`src/rtl/delay_arb.sv`:
```
// Shared down-counting delay timer arbitrated among four requesters.
// Define DELAY_ARB_RR_EN for round-robin arbitration; the default is fixed priority.
module delay_arb #(
  parameter int CNT_W = 16,
  parameter int NREQ  = 4
) (
  input  logic                 clk,
  input  logic                 reset,
  input  logic [NREQ-1:0]      req,
  input  logic [16*NREQ-1:0]   count_in,
  output logic [NREQ-1:0]      ack,
  output logic [NREQ-1:0]      done,
  output logic                 busy,
  output logic [31:0]          value,
  output logic [31:0]          debug
);

  // state | meaning
  // IDLE  | waiting for a request, timer held at 0
  // COUNT | timer running down for the granted requester
  // DONE  | delay expired, done pulse, back to IDLE next edge
  typedef enum logic [1:0] {IDLE = 2'd0, COUNT = 2'd1, DONE = 2'd2} state_t;

  state_t            state_q, state_d;
  logic [CNT_W-1:0]  timer_q;
  logic [1:0]        grant_q;
  logic [1:0]        win;
  logic [NREQ-1:0]   req_lat_q;
  logic [NREQ-1:0]   ack_q;
  logic [15:0]       cnt_q;

`ifdef DELAY_ARB_RR_EN
  logic [1:0] ptr_q;
  logic [1:0] idx;
  logic       found;

  always_comb begin
    win   = '0;
    idx   = '0;
    found = 1'b0;
    for (int k = 0; k < 4; k++) begin
      idx = ptr_q + 2'(k);
      if (!found && req[idx]) begin
        win   = idx;
        found = 1'b1;
      end
    end
  end
`else
  always_comb begin
    win = '0;
    for (int k = 3; k >= 0; k--) begin
      if (req[k]) win = 2'(k);
    end
  end
`endif

  always_ff @(posedge clk) begin
    if (reset) state_q <= IDLE;
    else       state_q <= state_d;
  end

  // Encoding 3 falls into the default arm and behaves as IDLE everywhere.
  always_comb begin
    state_d = IDLE;
    case (state_q)
      COUNT:   state_d = (timer_q == '0) ? DONE : COUNT;
      DONE:    state_d = IDLE;
      default: state_d = (|req) ? COUNT : IDLE;
    endcase
  end

  always_ff @(posedge clk) begin
    if (reset) begin
      timer_q   <= '0;
      grant_q   <= '0;
      req_lat_q <= '0;
      ack_q     <= '0;
      cnt_q     <= '0;
`ifdef DELAY_ARB_RR_EN
      ptr_q     <= '0;
`endif
    end else begin
      ack_q <= '0;
      case (state_q)
        COUNT: begin
          if (timer_q != '0) timer_q <= timer_q - CNT_W'(1);
        end
        DONE: begin
          timer_q <= '0;
          cnt_q   <= cnt_q + 16'd1;
`ifdef DELAY_ARB_RR_EN
          ptr_q   <= grant_q + 2'd1;
`endif
        end
        default: begin
          if (|req) begin
            timer_q   <= CNT_W'(count_in[{win, 4'b0000} +: 16]);
            grant_q   <= win;
            req_lat_q <= req;
            ack_q     <= NREQ'(1) << win;
          end else begin
            timer_q <= '0;
          end
        end
      endcase
    end
  end

  always_comb begin
    ack   = ack_q;
    done  = '0;
    busy  = 1'b0;
    value = 32'(timer_q);
    debug = {state_q, grant_q, req_lat_q, 8'h00, cnt_q};
    case (state_q)
      COUNT: busy = 1'b1;
      DONE: begin
        busy = 1'b1;
        done = NREQ'(1) << grant_q;
      end
      default: busy = 1'b0;
    endcase
  end

endmodule
```
`config.mk`:
```
export PLATFORM = sky130hd
export DESIGN_NAME = delay_arb
export DESIGN_NICKNAME = d
export VERILOG_FILES = /design/src/rtl/delay_arb.sv
export SDC_FILE = /design/constraint.sdc
export NUM_CORES = 1
export LEC_CHECK = 0
export CAP_MARGIN = 10
export CORE_ASPECT_RATIO = 1.2
export CORE_MARGIN = 1.5
export CORE_UTILIZATION = 40
export CTS_CLUSTER_SIZE = 20
export DETAILED_ROUTE_END_ITERATION = 16
export GPL_TIMING_DRIVEN = 0
export PLACE_DENSITY = 0.87
export SYNTH_ARGS = -nofsm -noshare
export SYNTH_HDL_FRONTEND = slang
export SYNTH_SLANG_ARGS = --single-unit
```
`constraint.sdc`:
```
create_clock -name clk -period 4.9 [get_ports clk]
set_clock_uncertainty 0.2 [all_clocks]
set_input_delay 1.225 -clock clk [delete_from_list [all_inputs] [get_ports clk]]
set_output_delay 1.225 -clock clk [all_outputs]
set_load 0.1 [all_outputs]
```
==> impl_metrics.tcl <==
set metrics [dict create \
    outcome "finished clean" \
    antenna_cells_inserted 0 \
    grt_antenna_before_repair 0 \
    ys.warnings.count 0 \
    start_kind "flip-flop" \
    dpl-instance-area_um2 4070 \
    finish.utilization_pct 64.1 \
    hold_buf_count_cts 0 \
    grt.total_usage_pct 25.0 \
    synth_cell_types 50 \
    total_switching_power_mw 0.519 \
    drt-vias-per-instance 5.33 \
    intPower_mw 0.646 \
    post_cts_setup_buffer_count 0 \
    cts_root_buffer "clkbuf_8" \
    cts.reportedPaths.clkPinSlew_ns 0.09 \
    cp.required_ns 3.47 \
    critical-path-max-stage-delay_ns 1.20 \
    multi_input_comb_area_um2 1630 \
    worstSetupEndpointType "output pin" \
    drc_violation_count_after_routing 0 \
    power-per-cell-area_nw_per_um2 280 \
    detail_route.wirelength_mm 8.87 \
    setup-violations-final 0 \
    maximum_number_of_pins_on_one_net_before_global_route_repair 15 \
    irDropWorstVdd_uv 152 \
    fin_max_slew_vios 0 \
    fin_tns_setup_ns 0 \
    worstReg2RegStart "state_q[0]" \
    max_cap_violations 0 \
    synth_top_cell_area_share_pct 32.5 \
    finalNetCount 563 \
    crit_type "reg2out" \
    worst_path_most_repeated_cell "inv_1" \
    ys_async_sr_fraction_pct 0 \
    upper_clock_frequency_limit_ghz 0.241 \
    cts_max_path_buffers 2 \
    syn_inst 342 \
    min_path_type "reg2reg" \
    worst-endpoint-arrival_ns 2.72 \
    filler_cell_count 576 \
    grt_first_pass_wirelength_mm 14.2 \
    worstReg2RegEnd "timer_q[6]" \
    timing_worst_slew_pin_value_ns 1.02 \
    tritoncts "done" \
    holdCritStartpoint "req_lat_q[0]" \
    design_power_total_mw 1.17 \
    yosys-top-cells-area "dfxtp_1 32%, buf_4 6.9%, nor2_1 6.1%" \
    dpl.hpwl_mm 7.03 \
    hold-path-endpoint "req_lat_q[0]" \
    first_pass_iters 4 \
    power.clock.fraction_pct 19.9 \
    synth_enable_flop_cells 0 \
    mappedNetlistArea_um2 2710 \
    inserted_clock_buffers 5 \
    detailroute.via_count 3060 \
    cp_cell_sequence "inv_1 -> ha_1 -> clkbuf_1 -> inv_1 -> clkdlybuf4s50_1" \
    power.switching_fraction_pct 44.6 \
    die_area_um2 7280 \
    buffer_ports.inserted 116 \
    die_w_um 78.2 \
    cts_max_level 2 \
    timing.reg2reg.worst_path_depth 9 \
    share_of_layout_cells_above_drive_strength_1_pct 9.82 \
    finalInstanceArea_um2 4160 \
    layout-area-overhead-vs-synth_pct 53.3 \
    detail-route-antenna-nets 0 \
    timing.final.crit_share_pct 84.7 \
    worst_hold_slack_ns 0.298 \
    ios 143 \
    number_of_global_route_vias_before_repair 2837 \
    std_cell_rows 32 \
    post_synth.cell_area_avg_um2 7.93 \
    timing.max_slew.rel_slack_pct 31.8 \
    synth_top_area_cell "dfxtp_1" \
    hold-path-cell-count 1 \
    timing_hold_violations_final 0 \
    global_route.overflow_total 0 \
    ys_seq_area_share_pct 32.5 \
    route.detailed.wl_per_inst_um 15.4 \
    cts_sinks 44 \
    comb_power_share_pct 45.6 \
    cp_max_fo 8 \
    power.sequential.fraction_pct 34.5 \
    critical_path.slowest_cell "clkdlybuf4s50_1" \
    cts_resized 0 \
    routabilityCongestion 0.921 \
    timing.reg2reg.setup_slack_ns 2.32 \
    power_leakage_nw 1.64 \
    flip_flop_and_latch_count_after_synthesis 44 \
    floorplan.initialDensity_pct 41.8 \
    fp.coreArea_um2 6490 \
    clock_insertion_delay_worst_skew_ns 0.31 \
    first_iter_violations 241 \
    die_height_um 93.2 \
    synth_flop_cell "dfxtp_1" \
    ff_latch_area_um2 881 \
    grt_setup_unrepaired "no" \
    timing.final.crit_period_ns 4.15 \
]
-- kinds of logic after synthesis --
kind of cell	Yosys count	synth area share, %
adder cells (fa/ha/maj)	5	2.31
AO/OA/AOI/OAI	69	18.1
XOR/XNOR	24	7.75
multiplexers	7	2.68
flip-flops	44	32.5
AND/OR/NAND/NOR	141	25.9
buffers and inverters	51	10.7
other	1	0.138
-- state kept, by name, indices dropped and copies added (netlist names) --
signal / cells
ack: 4
timer_q: 16
req_lat_q: 4
grant_q: 2
cnt_q: 16
state_q: 2
-- worst max-delay path by stage --
stage / startpoint / cells after the start / to / slack, ns
after global placement: state_q[0] / 5 / busy / 1.11
after CTS: state_q[0] / 5 / busy / 0.78
after detailed placement: state_q[0] / 5 / busy / 1.13
final: state_q[0] / 5 / busy / 0.75
after floorplan: state_q[1] / 4 / done[2] / 0.61
after global routing: state_q[0] / 5 / busy / 0.69
-- critical path: cells and delay by family (launching register included) --
family	cells	cell delay [ns]
adder cells (fa/ha/maj)	1	0.27
buffers and inverters	4	1.76
flip-flops	1	0.37
-- cells in the mapped netlist, drive strengths merged, types with 2 or more instances --
library cell  count
inv               8
buf              28
nor3             18
ha                5
nor4              4
mux2i             5
a221oi            6
nand2b            3
a221o             6
nand4             5
nor3b             3
nand3             9
or3               4
xor2             14
clkbuf           15
o21ai             9
a21oi            14
dfxtp            44
nand2            32
a22oi             6
a211oi            4
o32a              4
mux2              2
xnor2            10
and3              3
or4               3
a31oi             6
o21a              2
o211ai            2
nor2b             7
o31ai             3
o22ai             3
nor2             44
-- power groups by stage --
stage	registers, mW	clock network [mW]	logic [mW]
after floorplan	0.547	0	0.248
after global placement	0.409	0	0.521
after detailed placement	0.410	0	0.525
after CTS	0.402	0.234	0.527
after global routing	0.406	0.252	0.555
final	0.402	0.232	0.531
-- final cells by class --
class	count	share of cell area (%)
Sequential cell	44	21.2
Clock buffer	5	1.66
Buffer	43	6.23
Tap cell	85	2.56
Clock inverter	3	0.451
Multi-Input combinational cell	270	39.3
Timing Repair Buffer	116	27.9
Inverter	8	0.722
-- cell usage in the layout, fill, tap and decap left out, drive strengths merged, types with 3 or more instances in the layout --
cell type,n
clkdlybuf4s50,116
nor2,44
dfxtp,44
nand2,32
buf,28
conb,24
clkbuf,20
nor3,18
a21oi,14
xor2,14
xnor2,10
nand3,9
o21ai,9
inv,8
nor2b,7
a221o,6
a221oi,6
a22oi,6
a31oi,6
mux2i,5
nand4,5
ha,5
o32a,4
a211oi,4
nor4,4
or3,4
and3,3
o22ai,3
nand2b,3
o31ai,3
or4,3
nor3b,3
clkinv,3
-- per-stage QoR --
step | setup slack, ns | instances
finish | 0.751 | 574
global route | 0.695 | 574
CTS | 0.780 | 574
detailed placement | 1.13 | 566
global placement | 1.11 | 566
floorplan | 0.612 | 365
-- routing by layer --
metal | track usage (%) | wire length, um | vias up
met5 | 0 | 0 | -
met4 | 11.5 | 314 | 0
met3 | 4.00 | 626 | 23
met2 | 41.3 | 4200 | 156
met1 | 31.9 | 3720 | 1415
li1 | - | - | 1466
Power figures use the tool's default switching activity.
